`config.mk`:
```
export PLATFORM = sky130hd
export DESIGN_NAME = lcd_timing_gen
export DESIGN_NICKNAME = d
export VERILOG_FILES = /design/src/rtl/lcd_timing_gen.sv
export SDC_FILE = /design/constraint.sdc
export NUM_CORES = 1
export LEC_CHECK = 0
export BUFFER_PORTS_ARGS = -buffer_cell sky130_fd_sc_hd__buf_4
export CORE_MARGIN = 3
export CORE_UTILIZATION = 57
export CTS_CLUSTER_SIZE = 25
export DETAILED_ROUTE_END_ITERATION = 12
export PLACE_DENSITY = 0.77
export SLEW_MARGIN = 20
export SYNTH_ARGS = -nofsm -noshare
export SYNTH_HDL_FRONTEND = slang
export SYNTH_SLANG_ARGS = --single-unit
```
`constraint.sdc`:
```
create_clock -name clock -period 6.05 [get_ports clock]
set_input_delay 0.605 -clock clock [delete_from_list [all_inputs] [get_ports clock]]
set_output_delay 0.605 -clock clock [all_outputs]
set_load 0.02 [all_outputs]
```
`src/rtl/lcd_timing_gen.sv`:
```
// Programmable TFT timing generator with internal pixel divider, frame-boundary shadowed config and pixel prefetch strobe.
// Optional build macro LCD_TIMING_LINE_IRQ_EN adds the line_cmp register (address 9) and the line_irq compare.
module lcd_timing_gen #(
  parameter int         CNT_W       = 12,
  parameter int         COORD_W     = 11,
  parameter int         DIV_W       = 4,
  parameter int         LOOKAHEAD   = 2,
  parameter int         DEF_H_FRONT = 24,
  parameter int         DEF_H_SYNC  = 72,
  parameter int         DEF_H_BACK  = 96,
  parameter int         DEF_H_ACT   = 800,
  parameter int         DEF_V_FRONT = 3,
  parameter int         DEF_V_SYNC  = 10,
  parameter int         DEF_V_BACK  = 7,
  parameter int         DEF_V_ACT   = 480,
  parameter int         DEF_DIV     = 0,
  parameter logic [1:0] DEF_POL     = 2'b00
) (
  input  logic               clock,
  input  logic               reset_n,
  input  logic               enable,
  input  logic               cfg_wr,
  input  logic [3:0]         cfg_addr,
  input  logic [CNT_W-1:0]   cfg_wdata,
  output logic               tick,
  output logic               hsync,
  output logic               vsync,
  output logic               data_enable,
  output logic [COORD_W-1:0] x,
  output logic [COORD_W-1:0] y,
  output logic               fetch_valid,
  output logic [COORD_W-1:0] fetch_x,
  output logic [COORD_W-1:0] fetch_y,
  output logic               next_frame,
  output logic               line_irq
);

  localparam logic [CNT_W-1:0] ONE     = CNT_W'(1);
  localparam logic [DIV_W-1:0] DIV_ONE = DIV_W'(1);

  logic [CNT_W-1:0] sh_hf, sh_hs, sh_hb, sh_ha, sh_vf, sh_vs, sh_vb, sh_va;
  logic [DIV_W-1:0] sh_div;
  logic [1:0]       sh_pol;
  logic [CNT_W-1:0] a_hf, a_hs, a_hb, a_ha, a_vf, a_vs, a_vb, a_va;
  logic [DIV_W-1:0] a_div;
  logic [1:0]       a_pol;

  logic [CNT_W-1:0] h, v;
  logic [DIV_W-1:0] dcnt;
  logic             run;

  logic             run_en, tick_i, h_last, v_last, frame_end, load_act;
  logic [CNT_W-1:0] h_blank, h_total, v_blank, v_total;
  logic             hs_on, vs_on, h_vis, v_vis, vis, fetch_on;
  logic [CNT_W:0]   h_fetch;

  always_ff @(posedge clock or negedge reset_n) begin
    if (!reset_n) begin
      sh_hf  <= CNT_W'(DEF_H_FRONT);
      sh_hs  <= CNT_W'(DEF_H_SYNC);
      sh_hb  <= CNT_W'(DEF_H_BACK);
      sh_ha  <= CNT_W'(DEF_H_ACT);
      sh_vf  <= CNT_W'(DEF_V_FRONT);
      sh_vs  <= CNT_W'(DEF_V_SYNC);
      sh_vb  <= CNT_W'(DEF_V_BACK);
      sh_va  <= CNT_W'(DEF_V_ACT);
      sh_div <= DIV_W'(DEF_DIV);
      sh_pol <= DEF_POL;
    end else if (cfg_wr) begin
      case (cfg_addr)
        4'd0: sh_hf <= cfg_wdata;
        4'd1: sh_hs <= cfg_wdata;
        4'd2: sh_hb <= cfg_wdata;
        4'd3: sh_ha <= cfg_wdata;
        4'd4: sh_vf <= cfg_wdata;
        4'd5: sh_vs <= cfg_wdata;
        4'd6: sh_vb <= cfg_wdata;
        4'd7: sh_va <= cfg_wdata;
        4'd8: begin
          sh_div <= cfg_wdata[DIV_W+1:2];
          sh_pol <= cfg_wdata[1:0];
        end
        default: ;
      endcase
    end
  end

  // run masks the first clock after reset so tick stays low while state settles
  assign run_en    = enable & run;
  assign tick_i    = run_en & (dcnt == a_div);
  assign tick      = tick_i;

  assign h_blank   = a_hf + a_hs + a_hb;
  assign h_total   = h_blank + a_ha;
  assign v_blank   = a_vf + a_vs + a_vb;
  assign v_total   = v_blank + a_va;

  assign h_last    = (h == h_total - ONE);
  assign v_last    = (v == v_total - ONE);
  assign frame_end = tick_i & h_last & v_last;
  assign load_act  = ~run_en | frame_end;

  assign hs_on     = (h >= a_hf) && (h < a_hf + a_hs);
  assign vs_on     = (v >= a_vf) && (v < a_vf + a_vs);
  assign h_vis     = (h >= h_blank);
  assign v_vis     = (v >= v_blank);
  assign vis       = h_vis & v_vis;

  // fetch position never wraps into the next line, so the compare is against h_total
  assign h_fetch   = {1'b0, h} + (CNT_W+1)'(LOOKAHEAD);
  assign fetch_on  = v_vis && (h_fetch >= {1'b0, h_blank}) && (h_fetch < {1'b0, h_total});

  always_ff @(posedge clock or negedge reset_n) begin
    if (!reset_n) begin
      a_hf  <= CNT_W'(DEF_H_FRONT);
      a_hs  <= CNT_W'(DEF_H_SYNC);
      a_hb  <= CNT_W'(DEF_H_BACK);
      a_ha  <= CNT_W'(DEF_H_ACT);
      a_vf  <= CNT_W'(DEF_V_FRONT);
      a_vs  <= CNT_W'(DEF_V_SYNC);
      a_vb  <= CNT_W'(DEF_V_BACK);
      a_va  <= CNT_W'(DEF_V_ACT);
      a_div <= DIV_W'(DEF_DIV);
      a_pol <= DEF_POL;
    end else if (load_act) begin
      a_hf  <= sh_hf;
      a_hs  <= sh_hs;
      a_hb  <= sh_hb;
      a_ha  <= sh_ha;
      a_vf  <= sh_vf;
      a_vs  <= sh_vs;
      a_vb  <= sh_vb;
      a_va  <= sh_va;
      a_div <= sh_div;
      a_pol <= sh_pol;
    end
  end

  always_ff @(posedge clock or negedge reset_n) begin
    if (!reset_n) begin
      run         <= 1'b0;
      dcnt        <= '0;
      h           <= '0;
      v           <= '0;
      hsync       <= ~DEF_POL[0];
      vsync       <= ~DEF_POL[1];
      data_enable <= 1'b0;
      x           <= '0;
      y           <= '0;
      fetch_valid <= 1'b0;
      fetch_x     <= '0;
      fetch_y     <= '0;
      next_frame  <= 1'b0;
    end else begin
      run        <= 1'b1;
      next_frame <= 1'b0;
      if (!run_en) begin
        dcnt        <= '0;
        h           <= '0;
        v           <= '0;
        hsync       <= ~sh_pol[0];
        vsync       <= ~sh_pol[1];
        data_enable <= 1'b0;
        x           <= '0;
        y           <= '0;
        fetch_valid <= 1'b0;
        fetch_x     <= '0;
        fetch_y     <= '0;
      end else if (tick_i) begin
        dcnt        <= '0;
        hsync       <= hs_on ? a_pol[0] : ~a_pol[0];
        vsync       <= vs_on ? a_pol[1] : ~a_pol[1];
        data_enable <= vis;
        x           <= vis ? COORD_W'(h - h_blank) : '0;
        y           <= vis ? COORD_W'(v - v_blank) : '0;
        fetch_valid <= fetch_on;
        fetch_x     <= fetch_on ? COORD_W'(h_fetch - {1'b0, h_blank}) : '0;
        fetch_y     <= fetch_on ? COORD_W'(v - v_blank) : '0;
        next_frame  <= (h == '0) && (v == a_vf);
        if (h_last) begin
          h <= '0;
          v <= v_last ? '0 : v + ONE;
        end else begin
          h <= h + ONE;
        end
      end else begin
        dcnt <= dcnt + DIV_ONE;
      end
    end
  end

`ifdef LCD_TIMING_LINE_IRQ_EN
  logic [CNT_W-1:0] sh_lc, a_lc;
  logic             irq_hit, irq_q;

  always_ff @(posedge clock or negedge reset_n) begin
    if (!reset_n)                         sh_lc <= '0;
    else if (cfg_wr && cfg_addr == 4'd9)  sh_lc <= cfg_wdata;
  end

  always_ff @(posedge clock or negedge reset_n) begin
    if (!reset_n)      a_lc <= '0;
    else if (load_act) a_lc <= sh_lc;
  end

  // v - v_blank stays below V_ACT, so a compare value >= V_ACT can never match
  assign irq_hit = (h == h_blank) && v_vis && ((v - v_blank) == a_lc);

  always_ff @(posedge clock or negedge reset_n) begin
    if (!reset_n) irq_q <= 1'b0;
    else          irq_q <= tick_i & irq_hit;
  end

  assign line_irq = irq_q;
`else
  assign line_irq = 1'b0;
`endif

endmodule

```
==> impl_metrics.tcl <==
set metrics [dict create \
    hpwl_mm 31.0 \
    ff2ff_setup_slack_ns -0.14 \
    yosysWarnings 0 \
    overflow 0 \
    fin_nets 2009 \
    path_class "reg2reg" \
    synth_edf_count 0 \
    grt_pass1_wl_mm 68.9 \
    fin_skew_ns 0.0172 \
    port_buffers 69 \
    area_growth_pct 18.5 \
    async_flop_share 1.00 \
    vias_per_cell 5.99 \
    cp-startpoint "a_hf[0]$_DFFE_PN0P_" \
    ioPinCount 71 \
    synth_seq_cells 282 \
    antenna_left 0 \
    die_w_um 184 \
    hp-class "in2async" \
    violations "setup timing" \
    clkTransAtPathRegs_ns 0.06 \
    diodes 0 \
    maxSlewViolCount 0 \
    worstMarginPinSlew_ns 1.03 \
    vias 13300 \
    hold_viol_final 0 \
    ys_types 85 \
    place_congestion 0.932 \
    max_slew_margin 0.313 \
    grt_pass1_vias 13300 \
    end_kind "register" \
    tns_ns -10.55 \
    setup_viol 102 \
    wirelength_mm 46.1 \
    slowest_stage "fa_2" \
    rows 64 \
    cp.required_ns 6.49 \
    crit_path_max_incr_delay_ns 0.42 \
    reg2reg_to "a_vf[3]$_DFFE_PN0P_" \
    r2r_cells 31 \
    first_iter_violations 867 \
    crit_arrival_ns 6.63 \
    cts-buffers-inserted 30 \
    max-cap-violations 0 \
    rsz0062_at_grt "true" \
    synth_flop_cell "dfrtp_1" \
    post_synth_instance_area_sq_um 18000 \
    setup_ws_ns -0.141 \
    drive_above_1_share 0.303 \
    die_y_um 184 \
    cts_tree "yes" \
    die_area_sq_um 33800 \
    reg2reg_from "a_hf[0]$_DFFE_PN0P_" \
    synth-seq-area-share 0.395 \
    clockRootBuffer "clkbuf_16" \
    htree_levels 1 \
    syn_avg_cell_area_sq_um 10.9 \
    status "complete, but fails checks" \
    cp-start-kind "register" \
    cp_max_fo 14 \
    core_area_sq_um 30800 \
    post-route-drc-count 0 \
    grt_use_total 0.252 \
    grt_max_degree 126 \
    clock_latency_ns 0.57 \
    clock_sinks 282 \
    firstDrtPassIters 5 \
    crit_top_cell "a21oi_2" \
    antenna_found_initial 0 \
    wl_per_cell_um 20.8 \
    start_util 0.584 \
    fin_crit_sh 1.02 \
    period_needed_ns 6.19 \
    syn_nets 1864 \
    fmax_ghz 0.162 \
    clock_path_buffers 3 \
    synthCells 1659 \
]
## logic make-up (layout without fill, tap and decap cells)
logic type,count (synthesis),after routing,synth area share
compound gates,327,327,0.125
buf+inv,180,349,0.0413
other cells,2,2,0.000417
fa+ha+maj,185,185,0.132
flops,282,282,0.395
mux,212,212,0.147
xor+xnor,125,125,0.0631
simple gates,346,346,0.0970
## cells in the final DEF (no fill, tap or decap), types with 6 or more instances in the layout
master and count:
o211ai_1 10, nand2b_1 20, o31ai_1 7, nor4_1 7
xor2_2 8, or3_1 15, buf_4 141, xnor2_1 69
nand3b_1 6, o21ai_1 16, o21ai_0 60, a211o_1 7
a211oi_1 12, nand2_1 96, fa_1 6, nor2b_1 13
a21oi_1 38, clkbuf_16 38, and3_1 14, nand3_1 34
inv_1 131, a21oi_2 17, dfstp_2 42, nand4_1 21
a21o_1 55, o21bai_1 15, ha_1 168, o21a_1 15
a22o_1 12, xor2_1 39, mux2_2 136, nor2_1 63
ha_4 6, mux2_4 72, nor3_1 17, dfrtp_1 240
clkbuf_8 9, a21boi_0 6
## layer usage
metal | vias to the layer above | GRT usage | part of all wire
li1 | 6232 | - | -
met1 | 6564 | 0.351 | 0.45
met2 | 413 | 0.411 | 0.46
met3 | 110 | 0.0289 | 0.056
met4 | 0 | 0.0916 | 0.036
met5 | - | 0 | 0
## area by class of cell
class	count	area, sq um
clock inverters	11	168
multi-input cells	1197	10700
fillers	2095	9480
clock buffers	45	918
well taps	396	495
flip-flops and latches	282	7110
inverters	132	495
repair buffers	161	1500
## worst max-delay path, delay by kind of cell, from the launching register on
kind / cells / cell delay (ns)
xor gates and xnor gates: 2 / 0.31
muxes: 2 / 0.47
and+or+nand+nor: 4 / 0.44
AOI/OAI and AO/OA: 13 / 2.22
DFF: 1 / 0.41
adders and majority gates: 4 / 1.18
buffers and inverters: 6 / 1.01
## per-stage QoR
step           hold slack (ns)  worst slack, ns  instance area (sq um)  cells   util
6_report                0.0280           -0.141                  21400   2224  0.693
2_1_floorplan            0.309            0.177                  18000   1659      -
5_1_grt                 0.0805           -0.341                  21400   2224  0.693
4_1_cts                 0.0573          0.00494                  20600   2200  0.668
3_3_place_gp             0.434          -0.0552                  19300   2132  0.625
3_5_place_dp             0.448           -0.216                  19300   2132  0.625
## cell usage after synthesis, types with 42 or more instances
| cell | number | area (sq um) |
|---|---|---|
| a21o_1 | 55 | 413 |
| a21oi_1 | 55 | 275 |
| dfrtp_1 | 240 | 6010 |
| dfstp_2 | 42 | 1100 |
| ha_1 | 176 | 2200 |
| inv_1 | 131 | 492 |
| mux2_2 | 139 | 1570 |
| mux2_4 | 69 | 1040 |
| nand2_1 | 99 | 372 |
| nor2_1 | 66 | 248 |
| o21ai_0 | 74 | 370 |
| xnor2_1 | 75 | 657 |
| xor2_1 | 46 | 403 |
## how the worst max path moves through the flow
stage | endpoint | slack (ns) | depth (start not counted)
after global routing | a_va[3]$_DFFE_PN0P_ | -0.34 | 31
final | a_vf[3]$_DFFE_PN0P_ | -0.14 | 31
after CTS | a_vb[5]$_DFFE_PN0P_ | 0.005 | 30
after floorplan | fetch_x[1]$_DFFE_PN0P_ | 0.18 | 26
after detailed placement | a_vf[3]$_DFFE_PN0P_ | -0.22 | 28
after global placement | a_vs[0]$_DFFE_PN0P_ | -0.06 | 28
## what timing repair did
action                     CTS  global route
gates cloned                 1             8
pin swaps                   14            46
setup buffers               11            16
setup endpoints to repair  144           147
hold buffers                 0             0
hold endpoints to repair     0             0
gates resized for setup     25            90
Power is not shown: default switching activity piles up to over one toggle a cycle in this logic, so the estimate is an artifact.
